==> src/rtl/decode_sequencer.sv <==
// IF/ID pipeline controller: owns the IF/ID register, handles load-use stalls,
// memory freeze and wrong-path squashing after redirects, and counts stall cycles.
module decode_sequencer #(
  parameter int unsigned FLUSH_CYCLES = 2,
  parameter logic [31:0] NOP_INSTR    = 32'h00000013
) (
  input  logic        clk,
  input  logic        rst,
  input  logic        fetch_valid,
  input  logic [31:0] fetch_instr,
  input  logic [31:0] fetch_pc,
  output logic        fetch_ready,
  output logic        id_valid,
  output logic [31:0] id_instr,
  output logic [31:0] id_pc,
  input  logic [4:0]  id_rs1,
  input  logic [4:0]  id_rs2,
  input  logic        flush_cs,
  input  logic        ex_mem_read,
  input  logic [4:0]  ex_rd,
  input  logic        redirect,
  input  logic        mem_busy,
  output logic        freeze,
  output logic        bubble,
  output logic [31:0] stall_cycles
);

  localparam int unsigned CNT_W = (FLUSH_CYCLES > 1) ? $clog2(FLUSH_CYCLES) : 1;
  localparam logic [CNT_W-1:0] CNT_RELOAD = CNT_W'(FLUSH_CYCLES - 1);

  typedef enum logic {
    RUN,
    FLUSH
  } state_t;

  state_t           state, state_nxt;
  logic [CNT_W-1:0] cnt, cnt_nxt;
  logic             hazard;
  logic             load_beat;
  logic             kill_slot;
  logic             stall_evt;

  assign hazard = id_valid & ex_mem_read & (ex_rd != '0) &
                  ((ex_rd == id_rs1) | (ex_rd == id_rs2));

  assign stall_evt = ((state == RUN) & hazard) | mem_busy;

  always_comb begin
    state_nxt   = state;
    cnt_nxt     = cnt;
    load_beat   = 1'b0;
    kill_slot   = 1'b0;
    fetch_ready = 1'b0;
    bubble      = 1'b0;
    freeze      = mem_busy;
    // mem_busy freezes everything; any redirect is re-presented by EX later.
    if (!mem_busy) begin
      unique case (state)
        RUN: begin
          if (redirect) begin
            fetch_ready = 1'b1;
            bubble      = 1'b1;
            kill_slot   = 1'b1;
            state_nxt   = FLUSH;
            cnt_nxt     = CNT_RELOAD;
          end else if (hazard) begin
            bubble = 1'b1;
          end else begin
            fetch_ready = 1'b1;
            bubble      = ~id_valid | flush_cs;
            load_beat   = fetch_valid;
            kill_slot   = ~fetch_valid;
          end
        end
        FLUSH: begin
          fetch_ready = 1'b1;
          bubble      = 1'b1;
          kill_slot   = 1'b1;
          if (redirect) begin
            cnt_nxt = CNT_RELOAD;
          end else if (cnt == '0) begin
            state_nxt = RUN;
          end else begin
            cnt_nxt = cnt - 1'b1;
          end
        end
        default: begin
          state_nxt = RUN;
        end
      endcase
    end
  end

  always_ff @(posedge clk or posedge rst) begin
    if (rst) begin
      state        <= RUN;
      cnt          <= '0;
      id_valid     <= 1'b0;
      id_instr     <= NOP_INSTR;
      id_pc        <= '0;
      stall_cycles <= '0;
    end else begin
      state <= state_nxt;
      cnt   <= cnt_nxt;
      if (load_beat) begin
        id_valid <= 1'b1;
        id_instr <= fetch_instr;
        id_pc    <= fetch_pc;
      end else if (kill_slot) begin
        id_valid <= 1'b0;
        id_instr <= NOP_INSTR;
      end
      if (stall_evt && (stall_cycles != '1)) begin
        stall_cycles <= stall_cycles + 32'd1;
      end
    end
  end

endmodule

==> config.mk <==
export PLATFORM = sky130hd
export DESIGN_NAME = decode_sequencer
export DESIGN_NICKNAME = d
export VERILOG_FILES = /design/src/rtl/decode_sequencer.sv
export SDC_FILE = /design/constraint.sdc
export NUM_CORES = 1
export LEC_CHECK = 0
export BUFFER_PORTS_ARGS = -buffer_cell sky130_fd_sc_hd__clkbuf_2
export CORE_AREA = 10 10 103 105
export CTS_CLUSTER_DIAMETER = 30
export DETAILED_ROUTE_END_ITERATION = 10
export DIE_AREA = 0 0 113 115
export GPL_ROUTABILITY_DRIVEN = 0
export GPL_TIMING_DRIVEN = 0
export PLACE_DENSITY = 0.82
export SETUP_SLACK_MARGIN = 0.1
export SYNTH_ARGS = -nofsm -noshare
export SYNTH_HDL_FRONTEND = slang
export SYNTH_SLANG_ARGS = --single-unit
==> constraint.sdc <==
create_clock -name clk -period 5.39 [get_ports clk]
set_clock_uncertainty 0.05 [all_clocks]
set_input_delay 1.078 -clock clk [delete_from_list [all_inputs] [get_ports clk]]
set_output_delay 1.078 -clock clk [all_outputs]
set_load 0.005 [all_outputs]
# [After elaboration in Yosys (flattened, before gate mapping)]
# Cells that the tools add are included.
[totals] ff_bits=99 latch_bits=0 mem_bits_rw=0 rom_bits=0 input_bits=86 out_inout_bits=100 elab_cells=55 memories=0
[op_classes] addsub=2 mul=0 div_mod_pow=0 magnitude_cmp=0 eq_ne=4 shifts=0 n_mux=28 bitwise=11 reduce_logical=4
[op_table] cell="32-bit 2-to-1 mux" count=2
[op_table] cell="32-bit by 1-bit adder with 32-bit output, second input constant" count=1
[op_table] cell="32-bit != test, second input constant" count=1
[op_table] cell="1-bit 2-to-1 mux" count=21
[op_table] cell="5-bit == test" count=2
[op_table] cell="1-bit one-hot mux with 2 select lines" count=5
[op_table] cell="5-bit nonzero test" count=1
[op_table] cell="1-bit AND" count=4
[op_table] cell="1-bit NOT" count=4
[op_table] cell="1-bit OR" count=3
[op_table] cell="2-bit != test, second input constant" count=1
[op_table] cell="2-bit AND reduction" count=1
[op_table] cell="2-bit nonzero test" count=1
[op_table] cell="1-bit logical AND" count=1
[op_table] cell="1-bit subtractor, second input constant" count=1

# [Depth between registers and ports, before layout]
# Gate-level depths: netlist of the first run.
[logic_depth] ltp_word=9 ltp_mapped=8

# [Worst setup path before layout of the first run]
# OpenSTA, ideal clock, no wires.
[synth_path] path_kind="input -> output" startpoint="input ex_rd[1]" endpoint="output bubble" arrival_ns=2.223 required_time_ns=4.262 path_slack_ns=2.039 stages=5 n_path_buf=0 cell_sequence="or4_4 o211ai_4 nor2_1 nor4bb_1 nor2_1"
[synth_between] elab_chain_cells=7 elab_cells_between_ends=10
[synth_lines] element="start: declaration" line_no="20" source="input logic [4:0] ex_rd,"
[synth_lines] element="5-bit == test or 5-bit nonzero test (tied branches)" line_no="44, 43"
[synth_lines] element="1-bit OR or 1-bit AND (tied branches)" line_no="44, 43"
[synth_lines] element="1-bit AND *" line_no="43" source="assign hazard = id_valid & ex_mem_read & (ex_rd != '0) &"
[synth_lines] element="1-bit 2-to-1 mux *" line_no="66" source="end else if (hazard) begin"
[synth_lines] element="1-bit 2-to-1 mux *" line_no="60" source="if (redirect) begin"
[synth_lines] element="1-bit one-hot mux with 2 select lines *" line_no="58" source="unique case (state)"
[synth_lines] element="1-bit 2-to-1 mux *" line_no="57" source="if (!mem_busy) begin"
[synth_lines] element="end: declaration" line_no="24" source="output logic bubble,"
# Every way passes the cells marked *; elsewhere a longest branch is shown, timed or not.

# [Final worst setup path of the first run]
[layout_path] startpoint="input ex_rd[0]" endpoint="output fetch_ready"
[layout_between] elab_chain_cells=7 elab_cells_between_ends=10
[layout_lines] element="5-bit == test or 5-bit nonzero test (tied branches)" line_no="44, 43"
[layout_lines] element="1-bit OR or 1-bit AND (tied branches)" line_no="44, 43"
[layout_lines] element="1-bit AND *" line_no="43"
[layout_lines] element="1-bit 2-to-1 mux *" line_no="66"
[layout_lines] element="1-bit 2-to-1 mux *" line_no="60"
[layout_lines] element="1-bit one-hot mux with 2 select lines *" line_no="58"
[layout_lines] element="1-bit 2-to-1 mux *" line_no="57"
[layout_lines] element="end: declaration" line_no="12" source="output logic fetch_ready,"
# Marked as above.

==> results of run 1 <==
==> metal layers <==
| metal | GRT usage [%] | wire length (microns) |
|---|---|---|
| met1 | 18.9 | 4380 |
| met2 | 28.5 | 5500 |
| met3 | 9.32 | 1370 |
| met4 | 5.67 | 153 |
| met5 | 0 | 0 |
==> cell usage in the layout, fill, tap and decap left out, types with 2 or more instances in the layout <==
master,count
clkbuf_2,185
dfrtp_1,96
mux2_2,32
xnor2_1,30
a22o_1,29
nand2_1,15
nand3_1,14
xor2_1,11
nand4_1,10
clkbuf_8,10
and3_1,9
and4_1,8
buf_2,7
and2_1,7
nor2_1,6
buf_4,4
inv_1,3
o22a_1,3
dfstp_2,3
nor3_1,2
clkbuf_1,2
o21ai_0,2
inv_8,2
clkinvlp_4,2
==> kinds of logic (layout without fill, tap and decap cells) <==
logic type / Yosys count / count (layout) / synth area share [%]
flops: 99 / 99 / 59.3
simple gates: 77 / 77 / 10.9
compound gates: 41 / 41 / 9.63
xor+xnor: 41 / 41 / 8.58
mux: 33 / 33 / 8.88
buf+inv: 18 / 220 / 2.36
fa+ha+maj: 1 / 1 / 0.299
==> registers in the layout (all words and copies together) (netlist names) <==
name	cells
stall_cycles	32
state	1
cnt	1
id_instr	32
id_valid	1
id_pc	32
==> final timing paths <==
kind	to	cells past startpoint
max in group asynchronous	id_instr[4]$_DFFE_PP1P_	3
worst max register to register	stall_cycles[26]$_DFFE_PP0P_	8
worst min-delay path	stall_cycles[4]$_DFFE_PP0P_	1
min in group asynchronous	id_pc[11]$_DFFE_PP0P_	2
worst min register to register	stall_cycles[4]$_DFFE_PP0P_	1
worst max-delay path	fetch_ready	7
==> per-stage QoR <==
stage | setup slack [ns] | hold WS [ns] | utilization (%) | total power, mW
floorplan | 1.68 | 0.410 | - | 1.11
global placement | 0.655 | 0.425 | 61.3 | 1.30
detailed placement | 1.60 | 0.434 | 61.7 | 1.32
CTS | 1.57 | 0.452 | 63.9 | 1.79
global route | 1.42 | 0.477 | 63.9 | 1.86
finish | 1.60 | 0.449 | 63.9 | 1.77
==> final cells by class <==
| class | count | area [sq um] |
|---|---|---|
| Buffer | 14 | 83.8 |
| Clock buffer | 10 | 138 |
| Clock inverter | 6 | 55.1 |
| Fill cell | 696 | 3080 |
| Inverter | 4 | 17.5 |
| Multi-Input combinational cell | 193 | 1600 |
| Sequential cell | 99 | 2480 |
| Tap cell | 108 | 135 |
| Timing Repair Buffer | 186 | 953 |
==> cell usage after synthesis (4+ instances only) <==
cell type / n / area share, %
dfrtp_1: 96 / 57
and3_1: 9 / 1.3
xnor2_1: 30 / 6.3
a22o_1: 29 / 6.1
buf_4: 4 / 0.72
nor2_1: 6 / 0.54
nand4_1: 10 / 1.5
inv_1: 4 / 0.36
and2_1: 7 / 1.0
and4_1: 8 / 1.7
xor2_1: 11 / 2.3
buf_2: 7 / 0.84
mux2_2: 32 / 8.6
nand3_1: 14 / 1.7
nand2_1: 15 / 1.3
==> power by group through the flow <==
| stage | logic [mW] | registers, mW | clock network, mW |
|---|---|---|---|
| floorplan | 0.155 | 0.955 | 0 |
| global placement | 0.358 | 0.946 | 0 |
| detailed placement | 0.372 | 0.953 | 0 |
| CTS | 0.373 | 0.939 | 0.483 |
| global route | 0.398 | 0.954 | 0.507 |
| finish | 0.361 | 0.938 | 0.468 |
==> worst max-delay path: cells and delay by family <==
kind | cells | cell delay (ns)
AO/OA/AOI/OAI | 2 | 0.64
XOR/XNOR | 1 | 0.17
buffers and inverters | 3 | 0.47
AND/OR/NAND/NOR | 1 | 0.31
==> impl_metrics.csv, run 1 <==
group,metric,value,unit
final_layout,diodes,0,
grt,grt_max_degree,56,
grt,antenna_found_initial,0,
clocking,hold_buffers,0,
final_layout,drive_above_1_share,50.8,%
clocking,post_cts_resized,0,
floorplanning,num_io_pins,186,
power_and_ir_drop,cellPowerDensity,323,mW/mm^2
detailed_routing,drt-vias-per-instance,5.10,
clocking,cts_buffers,9,
logic_synthesis,yosys_warnings,0,
grt,grt_pass1_vias,3546,
logic_synthesis,synth_edf_count,0,
clocking,clk_path_buf_depth,2,
critical_path,crit_top_cell,"clkbuf_2",
power_and_ir_drop,clock_power_share,26.5,%
floorplanning,die_w,113,microns
clocking,ctsRootBufferMaster,"clkbuf_8",
sta,period_share,70.3,%
critical_path,crit_type,"in -> out",
power_and_ir_drop,ir_drop,0.152,mV
critical_path,crit_chain,"clkbuf_2 > xor2_1 > nor3_1 > a22oi_2 > o41ai_2 > inv_1 > clkbuf_2",
critical_path,r2r-start,"stall_cycles[0]$_DFFE_PP0P_",
place,port_buffers,185,
worst_hold_path,min_path_type,"reg -> reg",
detailed_routing,first_pass_iters,4,
final_layout,area_delta_synth_final,30.7,%
power_and_ir_drop,p_seq_share,53.1,%
place,dpl_cell_area,0.00527,sq mm
clocking,cts_tree,"built",
power_and_ir_drop,p_leak,2.81,nW
clocking,tritoncts_num_sinks,99,
detailed_routing,drc_errors,0,
logic_synthesis,syn_inst,310,
sta,fmax,0.264,GHz
floorplanning,die_y,115,microns
clocking,post_cts_buffers,0,
grt,grt_first_pass_wirelength,18300,microns
sta,setup_viol,0,
logic_synthesis,synth_cell_type_count,36,
flow_run,maxCapViolations,0,
place,placed_cells,604,
detailed_routing,postRouteAntennaNets,0,
sta,fin_setup_tns,0,ns
clocking,clk_latency,0.36,ns
power_and_ir_drop,swShare,29.1,%
final_layout,final_cells,620,
power_and_ir_drop,internal-power,1.25,mW
detailed_routing,via_count,3162,
worst_hold_path,min-delay-start,"stall_cycles[4]$_DFFE_PP0P_",
clocking,htreeDepth,3,
floorplanning,coreArea,0.00855,sq mm
grt,grtUsageTotal,17.3,%
power_and_ir_drop,combinationalPowerShare,20.4,%
critical_path,rrSetupSlack,3.05,ns
critical_path,worstSetupStartpointType,"input port",
floorplanning,dieArea,0.0130,sq mm
sta,hold_violations,0,
logic_synthesis,synthesis.area,0.00418,sq mm
critical_path,crit_path_start,"ex_rd[0]",
detailed_routing,drt-initial-drc-count,100,
place,hpwlAfterDp,9060,microns
logic_synthesis,ys_ff_latch,99,
power_and_ir_drop,p_sw,0.514,mW
final_layout,nets,594,
critical_path,cp_max_fo,4,
sta,relSlewSlack,52.0,%
logic_synthesis,synth_top_flop_cell,"dfrtp_1",
sta,slew_violations,0,
run_status,status,"finished, final reports clean",
sta,max_slew.worst_pin.slew,0.721,ns
clocking,cts.clk_slew.worst_paths,0.10,ns
detailed_routing,wirelength,11400,microns
sta,rsz0062_at_grt,"false",
floorplanning,rows,34,
critical_path,critPathCaptureType,"primary output",
logic_synthesis,syn_avg_cell_area,13.5,sq um
logic_synthesis,synth-async-reset-ratio,100,%
critical_path,cp_slowest_cell,"o41ai_2",
logic_synthesis,seq_area_frac_synth,59.3,%
critical_path,cp.arrival,2.66,ns
sta,final.min_clock_period,3.79,ns
grt,grt_overflow,0,
logic_synthesis,synth_fp_nets,397,
detailed_routing,wl_per_cell,18.4,microns
final_layout,post-route-cell-area,0.00547,sq mm
floorplanning,start_util,48.9,%
critical_path,worst-endpoint-required,4.26,ns
critical_path,max_stage_delay,0.45,ns
(Power assumes the default switching activity.)
==> inputs of run 2 (changes only) <==
--- a/config.mk
+++ b/config.mk
@@ -6,13 +6,13 @@
 export NUM_CORES = 1
 export LEC_CHECK = 0
 export BUFFER_PORTS_ARGS = -buffer_cell sky130_fd_sc_hd__clkbuf_2
-export CORE_AREA = 10 10 103 105
+export CORE_AREA = 10 10 110 112
 export CTS_CLUSTER_DIAMETER = 30
 export DETAILED_ROUTE_END_ITERATION = 10
-export DIE_AREA = 0 0 113 115
+export DIE_AREA = 0 0 120 122
 export GPL_ROUTABILITY_DRIVEN = 0
 export GPL_TIMING_DRIVEN = 0
-export PLACE_DENSITY = 0.82
+export PLACE_DENSITY = 0.76
 export SETUP_SLACK_MARGIN = 0.1
 export SYNTH_ARGS = -nofsm -noshare
 export SYNTH_HDL_FRONTEND = slang
==> constraint.sdc (replaced) <==
create_clock -name clk -period 3.4 [get_ports clk]
set_clock_uncertainty 0.05 [all_clocks]
set_input_delay 0.68 -clock clk [delete_from_list [all_inputs] [get_ports clk]]
set_output_delay 0.68 -clock clk [all_outputs]
set_load 0.005 [all_outputs]
==> run 2 against run 1 <==
Non-clock buffer count up 1. Cell count rose by 4.8%. Core utilization decreased by 9.0 points.
==> impl_metrics.csv, run 2 (synthesis results as in run 1) <==
group,metric,value,unit
power_and_ir_drop,cellPowerDensity,506,mW/mm^2
clocking,cts.clk_slew.worst_paths,0.09,ns
final_layout,area_delta_synth_final,31.9,%
clocking,tritoncts_num_sinks,99,
power_and_ir_drop,ir_drop,0.270,mV
place,hpwlAfterDp,9370,microns
critical_path,max_stage_delay,0.47,ns
floorplanning,start_util,41.6,%
sta,final.min_clock_period,3.03,ns
detailed_routing,postRouteAntennaNets,0,
floorplanning,die_y,122,microns
grt,antenna_found_initial,1,
power_and_ir_drop,internal-power,2.02,mW
grt,grtUsageTotal,16.1,%
power_and_ir_drop,p_seq_share,53.3,%
final_layout,mostFrequentLayoutCell,"clkbuf_2",
clocking,clk_latency,0.36,ns
floorplanning,coreArea,0.0100,sq mm
detailed_routing,drc_errors,0,
final_layout,drive_above_1_share,50.7,%
clocking,post_cts_buffers,0,
critical_path,crit_top_cell,"clkbuf_2",
power_and_ir_drop,p_leak,2.82,nW
detailed_routing,wl_per_cell,17.7,microns
critical_path,crit_family,"compound AO/OA/AOI/OAI gates",
critical_path,worst-endpoint-required,2.67,ns
critical_path,cp_max_fo,4,
clocking,htreeDepth,3,
clocking,clk_path_buf_depth,2,
final_layout,reg.largest.list,"id_instr x32, id_pc x32, stall_cycles x32",
final_layout,fill_cells,894,
floorplanning,dieArea,0.0146,sq mm
grt,grt_max_degree,40,
critical_path,crit_chain,"clkbuf_2 > xor2_1 > nor3_1 > a22oi_2 > o41ai_2 > inv_1 > clkbuf_2",
clocking,cts_buffers,9,
sta,setup_viol,0,
grt,grt_overflow,0,
sta,period_share,89.1,%
sta,rsz0062_at_grt,"false",
power_and_ir_drop,clock_power_share,26.0,%
sta,fmax,0.330,GHz
critical_path,cp_slowest_cell,"o41ai_2",
critical_path,cp.arrival,2.30,ns
sta,hold_violations,0,
power_and_ir_drop,combinationalPowerShare,20.7,%
critical_path,worstSetupStartpointType,"input port",
sta,slew_violations,0,
detailed_routing,first_pass_iters,4,
flow_run,maxCapViolations,0,
floorplanning,rows,37,
sta,relSlewSlack,50.8,%
place,port_buffers,185,
critical_path,worst-path-buf-inv,3,
floorplanning,die_w,120,microns
critical_path,crit_type,"in -> out",
worst_hold_path,min_path_type,"in -> async",
clocking,ctsRootBufferMaster,"clkbuf_8",
power_and_ir_drop,swShare,27.8,%
critical_path,critPathCaptureType,"primary output",
final_layout,nets,595,
run_status,status,"finished, final reports clean",
grt,grt_first_pass_wirelength,19000,microns
clocking,hold_buffers,0,
power_and_ir_drop,total_power,2.79,mW
power_and_ir_drop,p_sw,0.777,mW
detailed_routing,via_count,3214,
sta,fin_setup_tns,0,ns
detailed_routing,drt-initial-drc-count,180,
clocking,post_cts_resized,0,
final_layout,most-common-layout-cells,"185 x clkbuf_2, 96 x dfrtp_1, 32 x mux2_2, 30 x xnor2_1, 29 x a22o_1",
clocking,cts_tree,"built",
detailed_routing,drt-vias-per-instance,4.94,
floorplanning,num_io_pins,186,
grt,grt_pass1_vias,3682,
sta,max_slew.worst_pin.slew,0.738,ns
detailed_routing,wirelength,11500,microns
==> run 2: final timing paths <==
| path | from | to | slack (ns) | depth (start not counted) |
|---|---|---|---|---|
| setup reg to reg | stall_cycles[0]$_DFFE_PP0P_ | stall_cycles[24]$_DFFE_PP0P_ | 1.08 | 8 |
| setup / recovery | ex_rd[0] | fetch_ready | 0.37 | 7 |
| hold reg to reg | stall_cycles[27]$_DFFE_PP0P_ | stall_cycles[27]$_DFFE_PP0P_ | 0.44 | 1 |
| min in group clk | stall_cycles[27]$_DFFE_PP0P_ | stall_cycles[27]$_DFFE_PP0P_ | 0.44 | 1 |
| max in group asynchronous | rst | id_instr[0]$_DFFE_PP1P_ | 2.32 | 3 |
| hold / removal | rst | id_pc[28]$_DFFE_PP0P_ | 0.34 | 2 |
==> run 2: power groups by stage <==
stage / clock network (mW) / registers (mW) / logic (mW)
after floorplan: 0 / 1.51 / 0.246
after global placement: 0 / 1.50 / 0.572
after detailed placement: 0 / 1.51 / 0.598
after CTS: 0.757 / 1.49 / 0.599
after global routing: 0.812 / 1.52 / 0.642
final: 0.726 / 1.49 / 0.579
==> run 2: worst register-to-register path, delay by kind of cell (launching register included) <==
family        cells  cell delay (ns)
buf+inv           1             0.31
xor+xnor          1             0.15
flops             1             0.43
simple gates      5             1.04
fa+ha+maj         1             0.23
==> run 2: cell type report <==
cell class / instances / area (sq um) / area share, %
Buffer: 14 / 83.8 / 1.52
Inverter: 4 / 18.8 / 0.340
Antenna cell: 1 / 2.50 / 0.0454
Timing Repair Buffer: 187 / 966 / 17.5
Multi-Input combinational cell: 193 / 1600 / 29.1
Clock buffer: 13 / 169 / 3.06
Sequential cell: 99 / 2480 / 45.0
Clock inverter: 3 / 21.3 / 0.386
Tap cell: 136 / 170 / 3.09
==> run 2: through the flow <==
stage	instances	util [%]	area [sq um]	setup WS [ns]	hold WS, ns
2_1_floorplan	310	-	4190	0.845	0.410
3_3_place_gp	631	52.6	5280	0.345	0.426
3_5_place_dp	633	53.0	5320	0.325	0.431
4_1_cts	649	54.9	5510	0.319	0.333
5_1_grt	649	54.9	5510	0.209	0.364
6_report	650	54.9	5520	0.370	0.339
==> run 2: per-layer routing <==
metal / wire length [microns] / up-vias / GRT usage (%) / part of all wire (%)
met1: 4280 / 1583 / 17.2 / 37
met4: 143 / 0 / 6.11 / 1.2
li1: - / 1517 / - / -
met3: 1010 / 12 / 6.75 / 8.8
met5: 0 / - / 0 / 0
met2: 6070 / 102 / 28.0 / 53
==> inputs of run 3 (changes only) <==
==> config.mk (replaced) <==
export PLATFORM = sky130hd
export DESIGN_NAME = decode_sequencer
export DESIGN_NICKNAME = d
export VERILOG_FILES = /design/src/rtl/decode_sequencer.sv
export SDC_FILE = /design/constraint.sdc
export NUM_CORES = 1
export LEC_CHECK = 0
export BUFFER_PORTS_ARGS = -buffer_cell sky130_fd_sc_hd__buf_2
export CORE_AREA = 10 10 114 116
export CTS_CLUSTER_DIAMETER = 30
export DETAILED_ROUTE_END_ITERATION = 10
export DIE_AREA = 0 0 124 126
export GPL_ROUTABILITY_DRIVEN = 0
export GPL_TIMING_DRIVEN = 0
export PLACE_DENSITY = 0.71
export REMOVE_ABC_BUFFERS = 1
export SETUP_SLACK_MARGIN = 0.1
export SYNTH_ARGS = -nofsm -noshare
export SYNTH_HDL_FRONTEND = slang
export SYNTH_SLANG_ARGS = --single-unit
==> run 3 against run 2 <==
Die area rose by 6.7%. Register-to-register slack got worse by 0.03 ns. Via count fell by 3.1%. Hold slack improved by 0.021 ns. Clock-buffer cell count did not move. Highest routed layer is now met5.
==> impl_metrics.csv, run 3 (synthesis results as in run 1) <==
group,metric,value,unit
run_status,status,"finished, final reports clean",
floorplanning,rows,38,
critical_path,cp.arrival,2.42,ns
grt,grtUsageTotal,14.2,%
place,dpl_cell_area,0.00526,sq mm
sta,setup_ws,0.252,ns
floorplanning,start_util,39.1,%
floorplanning,die_w,124,microns
grt,grt_pass1_vias,3412,
sta,setup_viol,0,
sta,relSlewSlack,26.2,%
power_and_ir_drop,combinationalPowerShare,19.4,%
floorplanning,die_y,126,microns
final_layout,area_delta_synth_final,31.6,%
final_layout,reg.largest.list,"id_instr x32, id_pc x32, stall_cycles x32",
final_layout,fill_cells,951,
critical_path,cp_max_fo,19,
clocking,cts.clk_slew.worst_paths,0.09,ns
clocking,htreeDepth,3,
sta,fmax,0.318,GHz
floorplanning,coreArea,0.0107,sq mm
sta,slew_violations,0,
floorplanning,num_io_pins,186,
power_and_ir_drop,ir_drop,0.275,mV
grt,grt_overflow,0,
final_layout,most-common-layout-cells,"185 x buf_2, 96 x dfrtp_1, 32 x mux2_2, 30 x xnor2_1, 29 x a22o_1",
power_and_ir_drop,p_sw,0.771,mW
clocking,cts_tree,"built",
clocking,ctsRootBufferMaster,"clkbuf_8",
clocking,clk_path_buf_depth,2,
worst_hold_path,min_path_type,"in -> async",
detailed_routing,drc_errors,0,
power_and_ir_drop,p_seq_share,50.5,%
power_and_ir_drop,total_power,2.93,mW
sta,hold_ws,0.360,ns
grt,grt_max_degree,52,
detailed_routing,postRouteAntennaNets,0,
floorplanning,dieArea,0.0156,sq mm
critical_path,critPathCaptureType,"primary output",
critical_path,worstSetupStartpointType,"input port",
power_and_ir_drop,clock_power_share,30.1,%
detailed_routing,first_pass_iters,4,
place,port_buffers,185,
power_and_ir_drop,p_leak,2.83,nW
critical_path,crit_type,"in -> out",
detailed_routing,wirelength,11200,microns
detailed_routing,drt-initial-drc-count,152,
power_and_ir_drop,swShare,26.3,%
place,hpwlAfterDp,8680,microns
flow_run,maxCapViolations,0,
clocking,cts_buffers,9,
sta,final.min_clock_period,3.15,ns
grt,antenna_found_initial,1,
grt,grt_first_pass_wirelength,17700,microns
sta,max_slew.worst_pin.slew,1.11,ns
detailed_routing,via_count,3114,
power_and_ir_drop,cellPowerDensity,533,mW/mm^2
power_and_ir_drop,internal-power,2.16,mW
clocking,clk_latency,0.35,ns
sta,hold_violations,0,
final_layout,post-route-cell-area,0.00550,sq mm
sta,period_share,92.6,%
final_layout,mostFrequentLayoutCell,"buf_2",
detailed_routing,wl_per_cell,17.5,microns
place,post-place-ws,-0.104,ns
sta,rsz0062_at_grt,"false",
final_layout,nets,582,
final_layout,drive_above_1_share,49.8,%
clocking,tritoncts_num_sinks,99,
detailed_routing,drt-vias-per-instance,4.86,
sta,fin_setup_tns,0,ns
critical_path,worst-endpoint-required,2.67,ns
run 3: changes by cell type in the layout (fill, tap and decap cells not counted), moves of 2 or more:
cell,delta
buf_12,-2
buf_2,+178
clkbuf_1,-2
clkbuf_2,-185
bufinv_16,+2
clkinvlp_4,-2
buf_4,-3
run 3: stage by stage:
stage,util (%),std cells
floorplan,-,296
global placement,48.6,621
detailed placement,49.1,623
CTS,51.4,640
global route,51.4,640
finish,51.5,641
run 3: power by group through the flow:
stage                     clock network [mW]  logic [mW]  registers (mW)
after CTS                              0.907       0.590            1.49
final                                  0.882       0.569            1.48
after global routing                   0.969       0.632            1.51
after detailed placement                   0       0.588            1.51
after global placement                     0       0.566            1.49
after floorplan                            0       0.239            1.51
run 3: repair_timing:
action                                  CTS  global route
gates resized for setup                   0             0
hold buffers                              0             0
buffers inserted                          1             0
endpoints found under the setup margin    1             0
run 3: layer usage:
| layer | share of wire, % | wire, microns | up-vias | global-route usage, % |
|---|---|---|---|---|
| li1 | - | - | 1485 | - |
| met4 | 0.91 | 102 | 2 | 3.86 |
| met5 | 0.11 | 12 | - | 0 |
| met3 | 10 | 1150 | 9 | 6.39 |
| met2 | 48 | 5330 | 119 | 22.4 |
| met1 | 41 | 4610 | 1499 | 17.0 |
run 3: final cells by class:
type / count / area, sq um / share of cell area (%)
Sequential cell: 99 / 2480 / 45.1
Timing Repair Buffer: 188 / 976 / 17.7
Antenna cell: 1 / 2.50 / 0.0455
Inverter: 4 / 17.5 / 0.318
Tap cell: 140 / 175 / 3.18
Clock buffer: 13 / 169 / 3.07
Clock inverter: 3 / 68.8 / 1.25
Multi-Input combinational cell: 193 / 1610 / 29.3
run 3: critical path, stage by stage:
cell and delay [ns]:
buf_2 0.15, xor2_1 0.17, nor3_1 0.30, a22oi_2 0.19
o41ai_4 0.46, buf_8 0.21, inv_1 0.11, buf_2 0.14
run 3: path summary, 6_finish.rpt:
| check | slack (ns) | to | from | depth (start not counted) |
|---|---|---|---|---|
| worst max-delay path | 0.25 | fetch_ready | ex_rd[0] | 8 |
| worst min-delay path | 0.36 | id_pc[9]$_DFFE_PP0P_ | rst | 2 |
| worst max register to register | 1.05 | stall_cycles[31]$_DFFE_PP0P_ | stall_cycles[0]$_DFFE_PP0P_ | 7 |
| worst min register to register | 0.44 | stall_cycles[27]$_DFFE_PP0P_ | stall_cycles[27]$_DFFE_PP0P_ | 1 |
| max in group asynchronous | 2.23 | id_instr[0]$_DFFE_PP1P_ | rst | 3 |
| min in group clk | 0.44 | stall_cycles[27]$_DFFE_PP0P_ | stall_cycles[27]$_DFFE_PP0P_ | 1 |
